**src/rtl/sa_autosa_sdp_rdma_eg_split.sv**
```systemverilog
// Egress splitter: unpacks masked multi-slot words into OUT_W sub-beats and
// frames them into a layer of reg_beat_total beats.
module sa_autosa_sdp_rdma_eg_split #(
  parameter int SLOT_W = 256,
  parameter int NSLOT  = 4,
  parameter int OUT_W  = 128
) (
  input  logic                          autosa_core_clk,
  input  logic                          autosa_core_rst,
  input  logic                          reg_op_en,
  input  logic [15:0]                   reg_beat_total,
  input  logic                          inp_pvld,
  output logic                          inp_prdy,
  input  logic [NSLOT*SLOT_W+NSLOT-1:0] inp_data,
  output logic                          out_pvld,
  input  logic                          out_prdy,
  output logic [OUT_W-1:0]              out_data,
  output logic                          out_last,
  output logic                          op_done,
  output logic                          busy
);

  localparam int NSUB   = SLOT_W / OUT_W;
  localparam int SUB_W  = (NSUB > 1) ? $clog2(NSUB) : 1;
  localparam int SIDX_W = (NSLOT > 1) ? $clog2(NSLOT) : 1;
  localparam int DATA_W = NSLOT * SLOT_W;

  typedef enum logic [1:0] {
    ST_IDLE = 2'd0,
    ST_RUN  = 2'd1,
    ST_DONE = 2'd2
  } state_t;

  state_t              state_q, state_d;
  logic [15:0]         cnt_q, cnt_d;
  logic [15:0]         total_q, total_d;
  logic [NSLOT-1:0]    mask_q, mask_d;
  logic [SUB_W-1:0]    sub_q, sub_d;
  logic [DATA_W-1:0]   data_q, data_d;

  logic                run_s, out_pvld_s, out_fire_s, last_beat_s;
  logic                word_end_s, inp_prdy_s, inp_fire_s;
  logic [SIDX_W-1:0]   slot_s;
  logic [NSLOT-1:0]    rest_mask_s;
  logic [SLOT_W-1:0]   slot_word_s;

  function automatic logic [SIDX_W-1:0] low_slot(input logic [NSLOT-1:0] m);
    low_slot = {SIDX_W{1'b0}};
    for (int i = NSLOT - 1; i >= 0; i--) begin
      if (m[i]) low_slot = SIDX_W'(i);
    end
  endfunction

  always_ff @(posedge autosa_core_clk or posedge autosa_core_rst) begin
    if (autosa_core_rst) state_q <= ST_IDLE;
    else                 state_q <= state_d;
  end

  always_comb begin
    state_d = state_q;
    case (state_q)
      ST_IDLE: begin
        if (reg_op_en) state_d = (reg_beat_total == 16'd0) ? ST_DONE : ST_RUN;
        else           state_d = ST_IDLE;
      end
      ST_RUN: begin
        if (out_fire_s && last_beat_s) state_d = ST_DONE;
        else                           state_d = ST_RUN;
      end
      ST_DONE: state_d = ST_IDLE;
      default: state_d = ST_IDLE;
    endcase
  end

  // The held word is live while any mask bit remains; the lowest set bit is the slot on the wire.
  always_comb begin
    run_s       = (state_q == ST_RUN);
    busy        = (state_q != ST_IDLE);
    op_done     = (state_q == ST_DONE);
    slot_s      = low_slot(mask_q);
    rest_mask_s = mask_q & (mask_q - NSLOT'(1));
    slot_word_s = data_q[int'(slot_s)*SLOT_W +: SLOT_W];
    out_data    = slot_word_s[int'(sub_q)*OUT_W +: OUT_W];
    out_pvld_s  = run_s && (mask_q != {NSLOT{1'b0}});
    last_beat_s = (cnt_q == total_q - 16'd1);
    out_fire_s  = out_pvld_s && out_prdy;
    word_end_s  = (sub_q == SUB_W'(NSUB - 1)) && (rest_mask_s == {NSLOT{1'b0}});
    inp_prdy_s  = run_s && ((mask_q == {NSLOT{1'b0}}) ||
                            (out_fire_s && word_end_s && !last_beat_s));
    inp_fire_s  = inp_pvld && inp_prdy_s;
    out_pvld    = out_pvld_s;
    out_last    = out_pvld_s && last_beat_s;
    inp_prdy    = inp_prdy_s;
  end

  always_comb begin
    cnt_d   = cnt_q;
    total_d = total_q;
    mask_d  = mask_q;
    sub_d   = sub_q;
    data_d  = data_q;
    if (state_q == ST_IDLE) begin
      mask_d = {NSLOT{1'b0}};
      sub_d  = {SUB_W{1'b0}};
      if (reg_op_en) begin
        cnt_d   = 16'd0;
        total_d = reg_beat_total;
      end else begin
        cnt_d   = cnt_q;
        total_d = total_q;
      end
    end else if (state_q != ST_RUN) begin
      mask_d = {NSLOT{1'b0}};
      sub_d  = {SUB_W{1'b0}};
    end else if (out_fire_s && last_beat_s) begin
      // Layer ends here: leftover sub-beats of the held word are dropped.
      cnt_d  = cnt_q + 16'd1;
      mask_d = {NSLOT{1'b0}};
      sub_d  = {SUB_W{1'b0}};
    end else begin
      if (out_fire_s) begin
        cnt_d = cnt_q + 16'd1;
        if (sub_q == SUB_W'(NSUB - 1)) begin
          mask_d = rest_mask_s;
          sub_d  = {SUB_W{1'b0}};
        end else begin
          sub_d = sub_q + SUB_W'(1);
        end
      end else begin
        cnt_d = cnt_q;
      end
      if (inp_fire_s) begin
        data_d = inp_data[DATA_W-1:0];
        mask_d = inp_data[DATA_W +: NSLOT];
        sub_d  = {SUB_W{1'b0}};
      end else begin
        data_d = data_q;
      end
    end
  end

  always_ff @(posedge autosa_core_clk or posedge autosa_core_rst) begin
    if (autosa_core_rst) begin
      cnt_q   <= 16'd0;
      total_q <= 16'd0;
      mask_q  <= {NSLOT{1'b0}};
      sub_q   <= {SUB_W{1'b0}};
      data_q  <= {DATA_W{1'b0}};
    end else begin
      cnt_q   <= cnt_d;
      total_q <= total_d;
      mask_q  <= mask_d;
      sub_q   <= sub_d;
      data_q  <= data_d;
    end
  end

endmodule

```
**config.mk**
```make
export PLATFORM = sky130hd
export DESIGN_NAME = sa_autosa_sdp_rdma_eg_split
export DESIGN_NICKNAME = d
export VERILOG_FILES = /design/src/rtl/sa_autosa_sdp_rdma_eg_split.sv
export SDC_FILE = /design/constraint.sdc
export NUM_CORES = 2
export LEC_CHECK = 0
export ABC_AREA = 1
export CORE_AREA = 2 2 463 465
export DETAILED_ROUTE_END_ITERATION = 16
export DIE_AREA = 0 0 465 467
export GPL_ROUTABILITY_DRIVEN = 0
export MAX_ROUTING_LAYER = met4
export PLACE_DENSITY_LB_ADDON = 0.05
export SYNTH_ARGS = -nofsm -noshare
export SYNTH_HDL_FRONTEND = slang
export SYNTH_SLANG_ARGS = --single-unit
export TNS_END_PERCENT = 10
```
**constraint.sdc**
```tcl
create_clock -name autosa_core_clk -period 38.7 [get_ports autosa_core_clk]
set_input_delay 9.675 -clock autosa_core_clk [delete_from_list [all_inputs] [get_ports autosa_core_clk]]
set_output_delay 9.675 -clock autosa_core_clk [all_outputs]
set_load 0.1 [all_outputs]
```
==> impl_metrics.tcl <==
set metrics [dict create \
    status "completed" \
    cts_max_level 4 \
    synthTopCellsByArea "dfrtp_1 53%, nand2_1 12%, nand3_1 7.2%" \
    hold_class "flop to flop" \
    dieWidth_um 465 \
    grt_usage 0.255 \
    cts.sinks 1063 \
    path_max_fanout 6 \
    cts_hold_buf 0 \
    clk-insertion-delay-late_ns 0.78 \
    setup_slack_ns 16.93 \
    hold_start "data_q[775]" \
    async_flop_share 1.00 \
    ir_worst_vdd_mv 0.106 \
    wl_per_cell_um 26.7 \
    worstRegToRegCells 12 \
    firstDrtPassIters 6 \
    synth_edf_count 0 \
    cts_tree "built" \
    yosysWarnings 0 \
    n_fill_cell 22800 \
    first_global_vias 47800 \
    slew-limit-headroom 0.0734 \
    synth_most_common_cell "nand2_1" \
    cpMostUsedCell "clkdlybuf4s50_1" \
    syn_inst 6450 \
    maxCapViolations 0 \
    cts_buffers 140 \
    crit_path_max_incr_delay_ns 1.16 \
    num_vias 49400 \
    dp_slack_ns 16.92 \
    path_cells "clkdlybuf4s50_1 > nand2_1 > nor3_1 > nand2_2 > a21oi_4 > clkdlybuf4s50_1" \
    cp-start-kind "input port" \
    ys_seq_elements 1063 \
    worst_hold_slack_ns 0.469 \
    grt_max_degree 203 \
    antenna_found_initial 218 \
    rrSetupSlack_ns 31.79 \
    required_ns 29.02 \
    fin_setup_tns_ns 0 \
    reg2reg_to "data_q[709]" \
    overflow 0 \
    layout-drive-gt1-share 0.0449 \
    cp_slowest_cell "clkdlybuf4s50_1" \
    numPortBuffers 1181 \
    coreArea_um2 212000 \
    regArea_um2 26600 \
    multi_input_area_um2 20100 \
    yosys.area.top_type_share 0.525 \
    r2r_start "sub_q" \
    fin_crit_ns 21.77 \
    synth.largest_area_cell "dfrtp_1" \
    cts_setup_buffers 0 \
    synth_area_um2 50600 \
    dp_hpwl_um 202000 \
    hold_depth 2 \
    synth.avg_cell_area_um2 7.85 \
    routed_via_density 4.75 \
    hold_viol 0 \
    crit_type "input port to output port" \
    start_util 0.239 \
    fin_nets 8413 \
    pin_count 1182 \
    fin_skew_ns 0.0343 \
    cts_buffer_depth 3 \
    tightest_slew_ns 1.38 \
    critPathArrivalTime_ns 12.10 \
    die_area_um2 217000 \
    die_h_um 467 \
    syn_to_final_growth_pct 36.2 \
    power_leakage_nw 32.3 \
    rsz0062_at_grt "no" \
    drc 0 \
    cts_root_buffer "clkbuf_16" \
    max_freq_ghz 0.0459 \
    power_density_nw_per_um2 113 \
    synth_nets 7501 \
    core.rowCount 169 \
    antenna_left 0 \
    timing.hold.worst_endpoint "data_q[775]" \
    grt_pass1_wl_um 382000 \
    synth_commonest_cells "1569 x nand2_1, 1063 x dfrtp_1, 738 x nor2_1, 724 x nand3_1, 604 x o21ai_0" \
    clkTransAtPathRegs_ns 0.05 \
    synthDistinctLibCells 36 \
    wl_um 277000 \
    drtIter0Drc 4078 \
    maxSlewViolCount 0 \
    synth_ff_type "dfrtp_1" \
    end_kind "output port" \
    cts_resized 0 \
    seq_area_frac_synth 0.525 \
    setup-violations-final 0 \
    period_share 0.563 \
]
-- power by group --
| part | internal [mW] | switching (mW) | total [mW] | leakage, nW |
|---|---|---|---|---|
| combinational | 1.05 | 3.58 | 4.63 | 17.5 |
| clock | 0.757 | 0.534 | 1.29 | 2.15 |
| sequential | 1.65 | 0.236 | 1.88 | 12.7 |
| total | 3.46 | 4.35 | 7.80 | 32.3 |
-- cells in the final DEF (no fill, tap or decap), drive strengths merged, types with 11 or more instances in the layout --
master / count
a21oi: 593
a31oi: 129
buf: 123
clkbuf: 217
clkdlybuf4s50: 1152
clkinv: 14
dfrtp: 1063
diode: 113
inv: 394
nand2: 1573
nand3: 724
nor2: 743
nor3: 12
o211ai: 69
o21ai: 605
xor2: 11
-- flip-flops by register name, indices dropped and copies added (netlist names) --
signal and cells:
data_q 1024, cnt_q 16, sub_q 1, total_q 16, state_q 2, mask_q 4
-- through the flow --
stage | total power [mW] | utilization | cells | cell area (um^2)
after floorplan | 4.88 | - | 6450 | 50600
after global placement | 6.53 | 0.304 | 10000 | 64300
after detailed placement | 6.55 | 0.304 | 10000 | 64300
after CTS | 7.88 | 0.325 | 10300 | 68700
after global routing | 8.31 | 0.326 | 10400 | 68900
final | 7.80 | 0.326 | 10400 | 69000
-- critical path: cells and delay by family --
kind	cells	cell delay, ns
AO/OA/AOI/OAI	1	0.16
buffers and inverters	2	1.63
AND/OR/NAND/NOR	3	0.63
-- layer usage --
metal,part of all wire,vias to the layer above,GRT usage
met4,0.024,0,0.0658
met1,0.47,24200,0.356
li1,-,23100,-
met2,0.42,1707,0.356
met5,0,-,-
met3,0.083,406,0.0759
-- cell families after synthesis --
kind of cell,share of synthesized area
XOR/XNOR,0.00294
flip-flops,0.525
AO/OA/AOI/OAI,0.145
AND/OR/NAND/NOR,0.248
adder cells (fa/ha/maj),0.000494
buffers and inverters,0.0782
-- how the worst max path moves through the flow --
stage / startpoint / endpoint / slack, ns
after global routing: out_prdy / inp_prdy / 16.82
after global placement: out_prdy / inp_prdy / 16.89
after detailed placement: out_prdy / inp_prdy / 16.92
final: out_prdy / inp_prdy / 16.93
after CTS: out_prdy / inp_prdy / 16.91
after floorplan: autosa_core_rst / cnt_q[0] / 14.37
-- layout make-up --
type | instances | share of cell area
tap | 2821 | 0.0512
clock inverter | 22 | 0.00375
multi-input combinational | 4490 | 0.292
sequential | 1063 | 0.386
clock buffer | 216 | 0.0599
inverter | 391 | 0.0216
timing repair buffer | 1276 | 0.182
antenna | 113 | 0.00410
Power figures use the tool's default switching activity.
